<file path="src/rtl/mips_multicycle_ctrl.sv">
// Multicycle MIPS control FSM: sequences fetch/decode/execute/writeback and drives the datapath and memory handshake.
// Optional feature macro: MCTRL_BNE_EN adds bne (opcode 000101) as a BRANCH variant taken on ~zero.
module mips_multicycle_ctrl #(
    parameter int unsigned MEM_TIMEOUT = 16
) (
    input  logic       clk,
    input  logic       rst_n,
    input  logic [5:0] i_opcode,
    input  logic [5:0] i_funct,
    input  logic       i_zero,
    input  logic       i_mem_ready,
    output logic       o_mem_req,
    output logic       o_mem_write,
    output logic       o_iord,
    output logic       o_ir_write,
    output logic       o_pc_en,
    output logic [1:0] o_pc_src,
    output logic       o_alu_src_a,
    output logic [1:0] o_alu_src_b,
    output logic [3:0] o_alu_ctrl,
    output logic       o_reg_write,
    output logic       o_reg_dst,
    output logic       o_mem_to_reg,
    output logic       o_illegal,
    output logic       o_bus_err
);

    localparam int unsigned CNT_W = (MEM_TIMEOUT > 1) ? $clog2(MEM_TIMEOUT) : 1;
    localparam logic [CNT_W-1:0] CNT_LAST = CNT_W'(MEM_TIMEOUT - 1);

    localparam logic [5:0] OP_RTYPE = 6'b000000;
    localparam logic [5:0] OP_LW    = 6'b100011;
    localparam logic [5:0] OP_SW    = 6'b101011;
    localparam logic [5:0] OP_BEQ   = 6'b000100;
    localparam logic [5:0] OP_BNE   = 6'b000101;
    localparam logic [5:0] OP_ADDI  = 6'b001000;
    localparam logic [5:0] OP_J     = 6'b000010;

    localparam logic [3:0] ALU_AND = 4'b0000;
    localparam logic [3:0] ALU_OR  = 4'b0001;
    localparam logic [3:0] ALU_ADD = 4'b0010;
    localparam logic [3:0] ALU_SUB = 4'b0110;
    localparam logic [3:0] ALU_SLT = 4'b0111;

    typedef enum logic [3:0] {
        S_IDLE, S_FETCH, S_DECODE, S_MEMADR, S_MEMRD, S_MEMWB, S_MEMWR,
        S_RTYPE_EX, S_ALUWB, S_BRANCH, S_ADDI_EX, S_ADDI_WB, S_JUMP
    } state_t;

    state_t           r_state;
    state_t           w_next;
    logic [CNT_W-1:0] r_wait_cnt;
    logic             w_is_mem;
    logic             w_timeout;
    logic             w_funct_ok;
    logic [3:0]       w_funct_alu;
    logic             w_br_taken;

    assign w_is_mem  = (r_state == S_FETCH) || (r_state == S_MEMRD) || (r_state == S_MEMWR);
    assign w_timeout = w_is_mem && !i_mem_ready && (r_wait_cnt == CNT_LAST);

`ifdef MCTRL_BNE_EN
    assign w_br_taken = (i_opcode == OP_BNE) ? ~i_zero : i_zero;
`else
    assign w_br_taken = i_zero;
`endif

    // R-type funct to ALU operation
    always_comb begin
        w_funct_ok  = 1'b1;
        w_funct_alu = ALU_ADD;
        case (i_funct)
            6'b100000: w_funct_alu = ALU_ADD;
            6'b100010: w_funct_alu = ALU_SUB;
            6'b100100: w_funct_alu = ALU_AND;
            6'b100101: w_funct_alu = ALU_OR;
            6'b101010: w_funct_alu = ALU_SLT;
            default:   w_funct_ok  = 1'b0;
        endcase
    end

    always_ff @(posedge clk or negedge rst_n) begin
        if (!rst_n) begin
            r_state    <= S_IDLE;
            r_wait_cnt <= '0;
        end else begin
            r_state <= w_next;
            // Counts unanswered cycles in a mem state; cleared everywhere else
            if (w_is_mem && !i_mem_ready && !w_timeout) r_wait_cnt <= r_wait_cnt + CNT_W'(1);
            else                                        r_wait_cnt <= '0;
        end
    end

    always_comb begin
        w_next       = r_state;
        o_mem_req    = 1'b0;
        o_mem_write  = 1'b0;
        o_iord       = 1'b0;
        o_ir_write   = 1'b0;
        o_pc_en      = 1'b0;
        o_pc_src     = 2'b00;
        o_alu_src_a  = 1'b0;
        o_alu_src_b  = 2'b00;
        o_alu_ctrl   = ALU_ADD;
        o_reg_write  = 1'b0;
        o_reg_dst    = 1'b0;
        o_mem_to_reg = 1'b0;
        o_illegal    = 1'b0;
        o_bus_err    = w_timeout;
        case (r_state)
            S_IDLE: begin
                o_alu_ctrl = ALU_AND;
                w_next     = S_FETCH;
            end
            S_FETCH: begin
                o_mem_req   = 1'b1;
                o_alu_src_b = 2'b01;
                o_ir_write  = i_mem_ready;
                o_pc_en     = i_mem_ready;
                if (i_mem_ready) w_next = S_DECODE;
            end
            S_DECODE: begin
                o_alu_src_b = 2'b11;
                case (i_opcode)
                    OP_LW, OP_SW: w_next = S_MEMADR;
                    OP_RTYPE: begin
                        if (w_funct_ok) w_next = S_RTYPE_EX;
                        else begin
                            o_illegal = 1'b1;
                            w_next    = S_FETCH;
                        end
                    end
                    OP_BEQ:  w_next = S_BRANCH;
`ifdef MCTRL_BNE_EN
                    OP_BNE:  w_next = S_BRANCH;
`endif
                    OP_ADDI: w_next = S_ADDI_EX;
                    OP_J:    w_next = S_JUMP;
                    default: begin
                        o_illegal = 1'b1;
                        w_next    = S_FETCH;
                    end
                endcase
            end
            S_MEMADR: begin
                o_alu_src_a = 1'b1;
                o_alu_src_b = 2'b10;
                w_next      = (i_opcode == OP_SW) ? S_MEMWR : S_MEMRD;
            end
            S_MEMRD: begin
                o_mem_req = 1'b1;
                o_iord    = 1'b1;
                if (i_mem_ready)    w_next = S_MEMWB;
                else if (w_timeout) w_next = S_FETCH;
            end
            S_MEMWB: begin
                o_reg_write  = 1'b1;
                o_mem_to_reg = 1'b1;
                w_next       = S_FETCH;
            end
            S_MEMWR: begin
                o_mem_req   = 1'b1;
                o_mem_write = 1'b1;
                o_iord      = 1'b1;
                if (i_mem_ready || w_timeout) w_next = S_FETCH;
            end
            S_RTYPE_EX: begin
                o_alu_src_a = 1'b1;
                o_alu_ctrl  = w_funct_alu;
                w_next      = S_ALUWB;
            end
            S_ALUWB: begin
                o_reg_write = 1'b1;
                o_reg_dst   = 1'b1;
                w_next      = S_FETCH;
            end
            S_BRANCH: begin
                o_alu_src_a = 1'b1;
                o_alu_ctrl  = ALU_SUB;
                o_pc_src    = 2'b01;
                o_pc_en     = w_br_taken;
                w_next      = S_FETCH;
            end
            S_ADDI_EX: begin
                o_alu_src_a = 1'b1;
                o_alu_src_b = 2'b10;
                w_next      = S_ADDI_WB;
            end
            S_ADDI_WB: begin
                o_reg_write = 1'b1;
                w_next      = S_FETCH;
            end
            S_JUMP: begin
                o_pc_src = 2'b10;
                o_pc_en  = 1'b1;
                w_next   = S_FETCH;
            end
            default: w_next = S_IDLE;
        endcase
    end

endmodule

</file>
<file path="config.mk">
export PLATFORM = sky130hd
export DESIGN_NAME = mips_multicycle_ctrl
export DESIGN_NICKNAME = d
export VERILOG_FILES = /design/src/rtl/mips_multicycle_ctrl.sv
export SDC_FILE = /design/constraint.sdc
export NUM_CORES = 1
export LEC_CHECK = 0
export CAP_MARGIN = 5
export CORE_MARGIN = 4
export CORE_UTILIZATION = 38
export DETAILED_ROUTE_END_ITERATION = 10
export PLACE_DENSITY = 0.76
export SYNTH_ARGS = -nofsm -noshare
export SYNTH_HDL_FRONTEND = slang
export SYNTH_SLANG_ARGS = --single-unit
</file>
<file path="constraint.sdc">
create_clock -name clk -period 1.63 [get_ports clk]
set_clock_uncertainty 0.2 [all_clocks]
set_input_delay 0.163 -clock clk [delete_from_list [all_inputs] [get_ports clk]]
set_output_delay 0.163 -clock clk [all_outputs]
set_load 0.02 [all_outputs]
</file>
==> results of run 1 <==
## what timing repair did
| item | CTS |
|---|---|
| pin swaps | 16 |
| hold buffers | 1 |
| hold endpoints to repair | 8 |
| endpoints found under the setup margin | 23 |
| cloned | 1 |
| resized for setup | 137 |
| setup buffers | 12 |
## metrics by stage
step	util (%)	instances	worst slack, ns	hold WS [ns]	area [um^2]
after floorplan	-	108	-0.0613	-0.333	900
after global placement	77.6	207	-0.517	0.248	1550
after detailed placement	77.6	207	-0.677	0.259	1550
after CTS	90.4	225	-0.289	0.379	1810
## logic make-up after synthesis
| logic type | count (synthesis) | share of synthesized area [%] |
|---|---|---|
| multiplexers | 1 | 1.22 |
| flip-flops | 8 | 24.3 |
| XOR/XNOR | 4 | 4.26 |
| adder cells (fa/ha/maj) | 1 | 1.52 |
| AO/OA/AOI/OAI | 29 | 25.1 |
| AND/OR/NAND/NOR | 54 | 36.2 |
| other | 1 | 0.455 |
| buffers and inverters | 10 | 6.99 |
==> metrics.csv, run 1 <==
metric,value,unit
synth-edff-count,0,
synthCells,108,
error,"[ERROR DPL-0038] Utilization greater than 100%, impossible to legalize",
synth_common_cells,"nor2_1 (14), nand2_1 (9), dfrtp_1 (8), nor3_1 (6)",
die_w,54.5,um
port_buffers,33,
ys_async_sr_fraction,100,%
h-tree-depth,1,
cts_inserted_buffers,3,
hpwlAfterDp,2.53,mm
synth_nets,125,
synth_cell_types,47,
synth_top_area_share,24.3,%
synth.most_common_cell,nor2_1,
yosys_warnings,0,
failing_step,global routing,
synthesis.area,823,um^2
ys_ff_latch,8,
cts-root-buf,clkbuf_4,
postGrtWorstEndpoint,o_alu_ctrl[1],
synth.area.top_cells,"dfrtp_1 (24%), nor2_1 (6.4%), nand2_1 (4.1%)",
status,did not finish,
synth_ff_type,dfrtp_1,
gp_congestion,0.886,
initial_utilization,41.1,%
grt_start_max_net_pins,10,
synth-seq-area-share,24.3,%
chipHeight,54.5,um
clockBufferDepth,2,
synth.largest_area_cell,dfrtp_1,
worstEndpointType,primary output,
io_pins,35,
syn_area_per_cell,7.62,um^2
cts_sinks,8,
rows,16,
==> inputs of run 2 (changes only) <==
--- a/config.mk
+++ b/config.mk
@@ -6,10 +6,10 @@
 export NUM_CORES = 1
 export LEC_CHECK = 0
 export CAP_MARGIN = 5
-export CORE_MARGIN = 4
-export CORE_UTILIZATION = 38
+export CORE_AREA = 4 4 65 67
 export DETAILED_ROUTE_END_ITERATION = 10
-export PLACE_DENSITY = 0.76
+export DIE_AREA = 0 0 69 71
+export PLACE_DENSITY_LB_ADDON = 0.15
 export SYNTH_ARGS = -nofsm -noshare
 export SYNTH_HDL_FRONTEND = slang
 export SYNTH_SLANG_ARGS = --single-unit
==> constraint.sdc (replaced) <==
create_clock -name clk -period 2.1 [get_ports clk]
set_clock_uncertainty 0.2 [all_clocks]
set_input_delay 0.21 -clock clk [delete_from_list [all_inputs] [get_ports clk]]
set_output_delay 0.21 -clock clk [all_outputs]
set_load 0.02 [all_outputs]
==> run 2 against run 1 <==
  * The flow now finishes without violations
  * Synthesized cell count unchanged
  * Area after synthesis unchanged
==> metrics.csv, run 2 <==
metric,value,unit,change
powerDensity,989,nW/um^2,
cts_sinks,8,,unchanged
synth_cell_types,47,,unchanged
utilization,41.3,%,
multi_input_area,587,um^2,
clk_latency,0.23,ns,
end_kind,primary output,,
grt_setup_unrepaired,true,,
synth_top_area_share,24.3,%,unchanged
ys_ff_latch,8,,unchanged
die_w,69,um,was 54.5 um
drive_above_1_share,33.7,%,
overflow,0,,
yosys_warnings,0,,unchanged
synth_nets,125,,unchanged
layout.nets,197,,
synth.largest_area_cell,dfrtp_1,,unchanged
fillers,403,,
synth-edff-count,0,,unchanged
worstPathRequired,1.69,ns,
stdcell_area,1500,um^2,
critical_path_arrival,1.62,ns,
synthesis.area,823,um^2,unchanged
cts_inserted_buffers,3,,unchanged
routedWlPerCell,12.1,um,
worst_slew_pin_slew,0.522,ns,
layout_commonest_cell,buf_4,,
grt_pass1_vias,1076,,
h-tree-depth,1,,unchanged
drt-total-wl,2.75,mm,
cp-start-kind,flip-flop,,
grt_start_max_net_pins,10,,
ff_latch_area,201,um^2,
top_regs,"r_state x4, r_wait_cnt x4",,
regToRegSetupSlack,0.19,ns,
layout_min_cycle_time,2.03,ns,
die_area,4900,um^2,
antenna_found_initial,0,,
cts_tree,built,,
ctsHoldBuffers,0,,was 1
cap_viol_max_count,0,,
synth_ff_type,dfrtp_1,,unchanged
syn2layout_area_growth,82.1,%,
max_freq,493,MHz,
antennaDiodeCount,0,,
status,"complete, no violations",,was did not finish
period_share,96.6,%,
initial_utilization,22.7,%,was 41.1%
num_vias,1048,,
first_iter_violations,42,,
placed_cell_area,1460,um^2,was 1550 um^2
cts.reportedPaths.clkPinSlew,0.04,ns,
ir_worst_vdd,0.000203,V,
clockBufferDepth,2,,unchanged
worstPathMaxFanout,6,,
slew_headroom,64.9,%,
synth.most_common_cell,nor2_1,,unchanged
dr.pass1.iters,4,,
setup_viol,0,,
rows,22,,was 16
synth.area.top_cells,"dfrtp_1 (24%), nor2_1 (6.4%), nand2_1 (4.1%)",,unchanged
chipHeight,71,um,was 54.5 um
io_pins,35,,unchanged
grt_usage,11.5,%,
final_cell_mix,"buf_4 (39), clkdlybuf4s50_1 (15), nor2_1 (13)",,
port_buffers,33,,unchanged
slew_violations,0,,
p_leak,0.704,nW,
dp_cells,220,,was 207
criticalPathCategory,flip-flop to primary output,,
drc_errors,0,,
hold_viol_final,0,,
synth-seq-area-share,24.3,%,unchanged
drt.antenna.violating_nets,0,,
syn_area_per_cell,7.62,um^2,unchanged
cts-root-buf,clkbuf_8,,was clkbuf_4
ys_async_sr_fraction,100,%,unchanged
viasPerCell,4.64,,
core,3630,um^2,
grt_pass1_wl,4.76,mm,
crit_path_top_delay_cell,dfrtp_2,,
max_stage_delay,0.43,ns,
gp_congestion,0.776,,was 0.886
final_cells,226,,
hold_path_class,primary input to asynchronous set/reset pin,,
synth_common_cells,"nor2_1 (14), nand2_1 (9), dfrtp_1 (8), nor3_1 (6)",,unchanged
crit_chain,"nand2b_1, buf_4, and2_1, o22ai_1, dlygate4sd2_1",,
hpwlAfterDp,2.32,mm,was 2.53 mm
synthCells,108,,unchanged
-- run 2: repair_timing --
item / CTS / global route
pin swaps: 1 / 2
setup buffers: 1 / 2
endpoints found under the hold margin: 0 / 0
setup endpoints to repair: 18 / 7
gates resized for setup: 29 / 7
-- run 2: cell families after synthesis --
| family | Yosys count | synth area share (%) |
|---|---|---|
| muxes | 1 | 1.22 |
| and+or+nand+nor | 54 | 36.2 |
| adders and majority gates | 1 | 1.52 |
| xor gates and xnor gates | 4 | 4.26 |
| buffers and inverters | 10 | 6.99 |
| AOI/OAI and AO/OA | 29 | 25.1 |
| DFF | 8 | 24.3 |
| other | 1 | 0.455 |
-- run 2: path summary, 6_finish.rpt --
kind,depth (start not counted),to,start
max reg2reg,7,r_state[0],r_state[2]
min,1,r_wait_cnt[2],rst_n
max in group asynchronous,1,r_state[0],rst_n
min in group clk,1,r_wait_cnt[0],r_wait_cnt[0]
min reg2reg,1,r_wait_cnt[0],r_wait_cnt[0]
max,5,o_alu_src_a,r_state[0]
-- run 2: report_power, final --
part | leakage, nW | switching, mW | internal (mW)
clock network | 0.0216 | 0.0546 | 0.124
logic | 0.578 | 0.539 | 0.526
registers | 0.105 | 0.0407 | 0.198
-- run 2: layer usage --
layer | track usage [%] | part of all wire, %
met1 | 15.0 | 46
met4 | 2.82 | 1.2
met5 | 0 | 0
met3 | 2.41 | 2.4
met2 | 19.5 | 50
-- run 2: area by class of cell --
class                   count  area share, %
repair buffers             73           39.6
well taps                  48           4.01
flip-flops and latches      8           13.4
multi-input cells          90           39.1
inverters                   4           1.00
clock buffers               3           2.75
-- run 2: per-stage QoR --
| step | hold slack, ns | worst slack (ns) | setup TNS, ns | power, mW |
|---|---|---|---|---|
| global placement | 0.239 | -0.182 | -0.771 | 1.36 |
| detailed placement | 0.254 | -0.191 | -0.908 | 1.37 |
| finish | 0.0601 | 0.0706 | 0 | 1.48 |
| CTS | 0.0744 | 0.00200 | 0 | 1.49 |
| floorplan | -0.286 | 0.0979 | 0 | 0.811 |
| global route | 0.0965 | -0.00609 | -0.00609 | 1.60 |
-- run 2: critical path, delay by kind of cell, from the launching register on --
kind	cells	cell delay [ns]
DFF	1	0.43
buffers and inverters	2	0.51
AOI/OAI and AO/OA	1	0.12
and+or+nand+nor	2	0.33
(Power assumes the default switching activity.)
==> inputs of run 3 (changes only) <==
--- a/config.mk
+++ b/config.mk
@@ -9,6 +9,7 @@
 export CORE_AREA = 4 4 65 67
 export DETAILED_ROUTE_END_ITERATION = 10
 export DIE_AREA = 0 0 69 71
+export GPL_TIMING_DRIVEN = 0
 export PLACE_DENSITY_LB_ADDON = 0.15
 export SYNTH_ARGS = -nofsm -noshare
 export SYNTH_HDL_FRONTEND = slang
==> run 3 against run 2 <==
  * Power decreased by 5.8%
  * First-iteration DRC count increased by 14%
  * Core utilization decreased by 4.1 points
  * Clock power about the same
  * Sequential power increased by 8%
  * Wire length decreased by 6.6%
  * Die area unchanged
  * Non-clock buffer count decreased by 30
  * Sequential share of layout area increased by 1.7 points
  * Via count decreased by 6.9%
==> metrics.csv, run 3 (synthesis results as in run 2) <==
metric,value,unit,change
status,"complete, no violations",,unchanged
grt_pass1_vias,886,,"was 1,076"
antennaDiodeCount,0,,unchanged
critical_path_arrival,1.67,ns,was 1.62 ns
drive_above_1_share,29.1,%,was 33.7%
max_freq,480,MHz,was 493 MHz
final_cell_mix,"clkdlybuf4s50_1 (14), nor2_1 (12), dlygate4sd2_1 (9)",,"was buf_4 (39), clkdlybuf4s50_1 (15), nor2_1 (13)"
port_buffers,32,,was 33
cts_inserted_buffers,3,,unchanged
io_pins,35,,unchanged
cts-root-buf,clkbuf_8,,unchanged
hpwlAfterDp,2.01,mm,was 2.32 mm
powerDensity,1030,nW/um^2,was 989 nW/um^2
placed_cell_area,1210,um^2,was 1460 um^2
grt_usage,10.2,%,was 11.5%
layout.nets,167,,was 197
layout_commonest_cell,clkdlybuf4s50_1,,was buf_4
drc_errors,0,,unchanged
switching_share,46.3,%,was 42.8%
reg2reg_from,r_state[3],,was r_state[2]
top_regs,"r_state x4, r_wait_cnt x4",,unchanged
reg2reg_to,r_state[0],,unchanged
critical_path.startpoint,i_opcode[3],,was r_state[0]
drt.antenna.violating_nets,0,,unchanged
combPwrFrac,69.0,%,was 71.9%
cts.reportedPaths.clkPinSlew,0.04,ns,about the same
clockBufferDepth,2,,unchanged
utilization,37.2,%,was 41.3%
ir_worst_vdd,0.000345,V,was 0.000203 V
initial_utilization,22.7,%,unchanged
setup_viol,0,,unchanged
layout_min_cycle_time,2.08,ns,was 2.03 ns
syn2layout_area_growth,64.0,%,was 82.1%
grt_setup_unrepaired,true,,unchanged
hold_path_class,primary input to asynchronous set/reset pin,,unchanged
final_cells,196,,was 226
hold_viol_final,0,,unchanged
slew_violations,0,,unchanged
routedWlPerCell,13.1,um,was 12.1 um
grtUsageMet1,13.8,%,was 15.0%
p_leak,0.574,nW,was 0.704 nW
power,1.40,mW,was 1.48 mW
worstPathRequired,1.69,ns,about the same
pwr-share-seq,18.4,%,was 16.1%
worstPathMaxFanout,6,,unchanged
period_share,99.2,%,was 96.6%
grt_pass1_wl,4.17,mm,was 4.76 mm
ctsHoldBuffers,0,,unchanged
internal_power,751,uW,was 848 uW
end_kind,primary output,,unchanged
cts_tree,built,,unchanged
first_iter_violations,48,,was 42
rows,22,,unchanged
finalSetupTns,0,ns,unchanged
crit_end,o_illegal,,was o_alu_src_a
drt-total-wl,2.56,mm,was 2.75 mm
overflow,0,,unchanged
grtUsageMet3,1.85,%,was 2.41%
grt_use_met2,16.5,%,was 19.5%
pwr-share-clk,12.7,%,was 12.0%
num_vias,976,,"was 1,048"
die_w,69,um,unchanged
antenna_found_initial,0,,unchanged
stdcell_area,1350,um^2,was 1500 um^2
cap_viol_max_count,0,,unchanged
core,3630,um^2,unchanged
dp_cells,188,,was 220
chipHeight,71,um,unchanged
grt_start_max_net_pins,11,,was 10
cp-start-kind,primary input,,was flip-flop
criticalPathCategory,primary input to primary output,,was flip-flop to primary output
cts_sinks,8,,unchanged
r2r_cells,5,,was 7
h-tree-depth,1,,unchanged
grt_most_used_layer,met2,,unchanged
gp_congestion,0.802,,was 0.776
p_switching,646,uW,was 634 uW
regToRegSetupSlack,0.32,ns,was 0.19 ns
die_area,4900,um^2,unchanged
dr.pass1.iters,4,,unchanged
viasPerCell,4.98,,was 4.64
clk_latency,0.22,ns,was 0.23 ns
==> run 3: cell types whose count changed in the layout (fill, tap and decap cells not counted), moves of 2 or more <==
cell | before | now
dlygate4sd2_1 | 12 | 9
buf_6 | 0 | 3
clkbuf_2 | 4 | 2
dfrtp_2 | 1 | 3
dfrtp_1 | 7 | 5
nand2b_4 | 1 | 3
nand2_2 | 0 | 2
nand2_1 | 9 | 7
nor3_1 | 5 | 3
buf_4 | 39 | 8
nor3_4 | 0 | 2
clkdlybuf4s15_2 | 1 | 4
==> run 3: power groups by stage <==
stage / registers (mW) / logic (mW) / clock network [mW]
3_5_place_dp: 0.252 / 0.909 / 0
6_report: 0.257 / 0.963 / 0.177
4_1_cts: 0.260 / 0.871 / 0.183
3_3_place_gp: 0.252 / 0.906 / 0
2_1_floorplan: 0.233 / 0.578 / 0
5_1_grt: 0.261 / 1.05 / 0.196
==> run 3: cell type report <==
cell class              count  area (um^2)
fillers                   423         2280
clock buffers               3         41.3
flip-flops and latches      8          204
repair buffers             37          337
inverters                   4         15.0
plain buffers               6         50.0
multi-input cells          90          643
well taps                  48         60.1
==> run 3: worst min path at each step <==
stage,from,end,slack [ns],depth (start not counted)
after floorplan,rst_n,r_state[0],-0.29,0
after global placement,r_wait_cnt[0],r_wait_cnt[0],0.24,1
after detailed placement,r_wait_cnt[0],r_wait_cnt[0],0.26,1
after CTS,rst_n,r_wait_cnt[3],0.08,1
after global routing,rst_n,r_wait_cnt[1],0.10,1
final,rst_n,r_wait_cnt[3],0.07,1
==> run 3: layer usage <==
metal  part of all wire, %  wire (um)
met5                     0          0
met4                   1.2         30
met3                   2.5         64
met2                    47       1200
met1                    50       1270
==> run 3: worst max-delay path: stages <==
cell and delay (ns):
clkdlybuf4s50_1 0.60, nor2_2 0.10, o21ai_0 0.20, a21oi_1 0.12
a21oi_1 0.16, clkdlybuf4s15_2 0.28
==> run 3: metrics by stage <==
stage | hold slack, ns | setup WS, ns
global placement | 0.244 | -0.436
CTS | 0.0801 | -0.00331
global route | 0.103 | -0.0444
floorplan | -0.286 | 0.0979
finish | 0.0682 | 0.0168
detailed placement | 0.255 | -0.466
==> run 3: repair_timing <==
action	CTS	global route
pin swaps	0	6
gates resized for setup	42	22
endpoints found under the hold margin	0	0
endpoints found under the setup margin	18	11
buffers inserted	0	5
==> inputs of run 4 (changes only) <==
--- a/config.mk
+++ b/config.mk
@@ -7,10 +7,12 @@
 export LEC_CHECK = 0
 export CAP_MARGIN = 5
 export CORE_AREA = 4 4 65 67
+export CTS_CLUSTER_DIAMETER = 60
 export DETAILED_ROUTE_END_ITERATION = 10
 export DIE_AREA = 0 0 69 71
 export GPL_TIMING_DRIVEN = 0
 export PLACE_DENSITY_LB_ADDON = 0.15
+export SETUP_SLACK_MARGIN = 0.1
 export SYNTH_ARGS = -nofsm -noshare
 export SYNTH_HDL_FRONTEND = slang
 export SYNTH_SLANG_ARGS = --single-unit
==> run 4 against run 3 <==
  * Via count increased by 1.8%
  * Sequential power decreased by 2%
  * Global-route usage is 0.17 points higher
  * Die area did not move
  * Power up 8.6%
  * Critical path type is now flip-flop to primary output
  * Critical endpoint is now o_pc_en
  * Largest cell class unchanged
  * Largest power group unchanged
==> metrics.csv, run 4 (synthesis results as in run 2) <==
metric,value,unit,change
ff_latch_area,204,um^2,unchanged
hold_viol_final,0,,unchanged
routedWlPerCell,13.3,um,was 13.1 um
grt_pass1_vias,914,,was 886
pwr-share-seq,16.6,%,was 18.4%
clk_latency,0.23,ns,was 0.22 ns
top_regs,"r_state x4, r_wait_cnt x4",,unchanged
grt_pass1_wl,4.30,mm,was 4.17 mm
max_freq,507,MHz,was 480 MHz
grt_setup_unrepaired,true,,unchanged
layout_commonest_cell,buf_4,,was clkdlybuf4s50_1
cap_viol_max_count,0,,unchanged
initial_utilization,22.7,%,unchanged
critical_path_arrival,1.56,ns,was 1.67 ns
cp-start-kind,flip-flop,,was primary input
chipHeight,71,um,unchanged
setup_viol,0,,unchanged
max_stage_delay,0.44,ns,was 0.60 ns
syn2layout_area_growth,70.8,%,was 64.0%
dp_cells,188,,unchanged
gp_congestion,0.800,,was 0.802
grt_usage,10.4,%,was 10.2%
num_vias,994,,was 976
p_leak,0.610,nW,was 0.574 nW
powerDensity,1080,nW/um^2,was 1030 nW/um^2
antennaDiodeCount,0,,unchanged
worstPathRequired,1.69,ns,about the same
cts_sinks,8,,unchanged
ctsHoldBuffers,0,,unchanged
cts_inserted_buffers,3,,unchanged
layout_min_cycle_time,1.97,ns,was 2.08 ns
grt_start_max_net_pins,11,,unchanged
drt.antenna.violating_nets,0,,unchanged
io_pins,35,,unchanged
core,3630,um^2,unchanged
hpwlAfterDp,2.03,mm,was 2.01 mm
die_w,69,um,unchanged
cts_tree,built,,unchanged
status,"complete, no violations",,unchanged
finalSetupTns,0,ns,unchanged
layout.nets,175,,was 167
hold_path_class,primary input to asynchronous set/reset pin,,unchanged
overflow,0,,unchanged
final_cell_mix,"buf_4 (16), clkdlybuf4s50_1 (14), nor2_1 (10)",,"was clkdlybuf4s50_1 (14), nor2_1 (12), dlygate4sd2_1 (9)"
viasPerCell,4.87,,was 4.98
ir_worst_vdd,0.000302,V,was 0.000345 V
p_switching,689,uW,was 646 uW
period_share,93.9,%,was 99.2%
first_iter_violations,43,,was 48
criticalPathCategory,flip-flop to primary output,,was primary input to primary output
rows,22,,unchanged
combPwrFrac,71.3,%,was 69.0%
pwr-share-clk,12.0,%,was 12.7%
dr.pass1.iters,4,,unchanged
port_buffers,32,,unchanged
worstPathMaxFanout,8,,was 6
drive_above_1_share,34.6,%,was 29.1%
antenna_found_initial,0,,unchanged
fillers,398,,was 423
end_kind,primary output,,unchanged
switching_share,45.4,%,was 46.3%
h-tree-depth,1,,unchanged
drc_errors,0,,unchanged
cts.reportedPaths.clkPinSlew,0.04,ns,about the same
multi_input_area,644,um^2,was 643 um^2
clockBufferDepth,2,,unchanged
cts-root-buf,clkbuf_8,,unchanged
crit_path_top_delay_cell,dfrtp_2,,was clkdlybuf4s50_1
drt-total-wl,2.71,mm,was 2.56 mm
crit_chain,"inv_2, nand2_4, nor4b_2, a211o_1, clkdlybuf4s15_2",,"was clkdlybuf4s50_1, nor2_2, o21ai_0, a21oi_1, a21oi_1, clkdlybuf4s15_2"
die_area,4900,um^2,unchanged
slew_violations,0,,unchanged
internal_power,829,uW,was 751 uW
final_cells,204,,was 196
[run 4: changes by cell type in the layout (fill, tap and decap cells not counted), sizes merged]
cell           previous run  this run
dlygate4sd2               9         7
buf                      13        25
dlygate4sd1               1         0
clkdlybuf4s15             4         3
[run 4: worst max-delay path, delay by kind of cell (launching register included)]
family                 cells  cell delay (ns)
AND/OR/NAND/NOR            2             0.40
buffers and inverters      2             0.36
AO/OA/AOI/OAI              1             0.14
flip-flops                 1             0.44
[run 4: through the flow]
step	utilization [%]	instance area [um^2]	worst slack [ns]	power (mW)	hold slack, ns
floorplan	-	835	0.114	0.814	-0.286
global placement	33.4	1210	-0.437	1.16	0.244
detailed placement	33.4	1210	-0.409	1.17	0.261
CTS	37.5	1360	-0.00334	1.47	0.0792
global route	38.7	1410	0.0535	1.61	0.0856
finish	38.7	1410	0.129	1.52	0.0677
[run 4: power by group through the flow]
| stage | registers (mW) | logic (mW) | clock network (mW) |
|---|---|---|---|
| finish | 0.252 | 1.08 | 0.183 |
| global route | 0.259 | 1.16 | 0.199 |
| CTS | 0.248 | 1.03 | 0.185 |
| detailed placement | 0.254 | 0.915 | 0 |
| global placement | 0.254 | 0.910 | 0 |
| floorplan | 0.235 | 0.580 | 0 |
[run 4: layout make-up]
class	instances	area share (%)
timing repair buffer	45	27.8
multi-input combinational	90	45.8
buffer	6	3.56
sequential	8	14.5
clock buffer	3	2.94
tap	48	4.27
inverter	4	1.07
[run 4: worst paths after layout]
check | startpoint | end | slack [ns] | cells after the start
setup / recovery | r_state[1] | o_pc_en | 0.13 | 5
hold / removal | rst_n | r_wait_cnt[2] | 0.07 | 1
setup reg to reg | r_state[2] | r_wait_cnt[3] | 0.33 | 7
min in group clk | i_opcode[1] | r_state[2] | 0.20 | 3
hold reg to reg | r_wait_cnt[0] | r_wait_cnt[0] | 0.26 | 1
max in group asynchronous | rst_n | r_state[1] | 1.34 | 1
[run 4: per-layer routing]
layer | vias to the layer above | GRT usage, % | routed length [um]
met4 | 0 | 1.95 | 4
met5 | - | 0 | 0
li1 | 501 | - | -
met2 | 21 | 17.2 | 1320
met3 | 2 | 1.56 | 84
met1 | 470 | 14.5 | 1290
[run 4: timing repair]
| action | in CTS | in global routing |
|---|---|---|
| pin swaps | 6 | 3 |
| gates resized for setup | 56 | 16 |
| setup buffers | 7 | 6 |
| endpoints found under the setup margin | 18 | 16 |
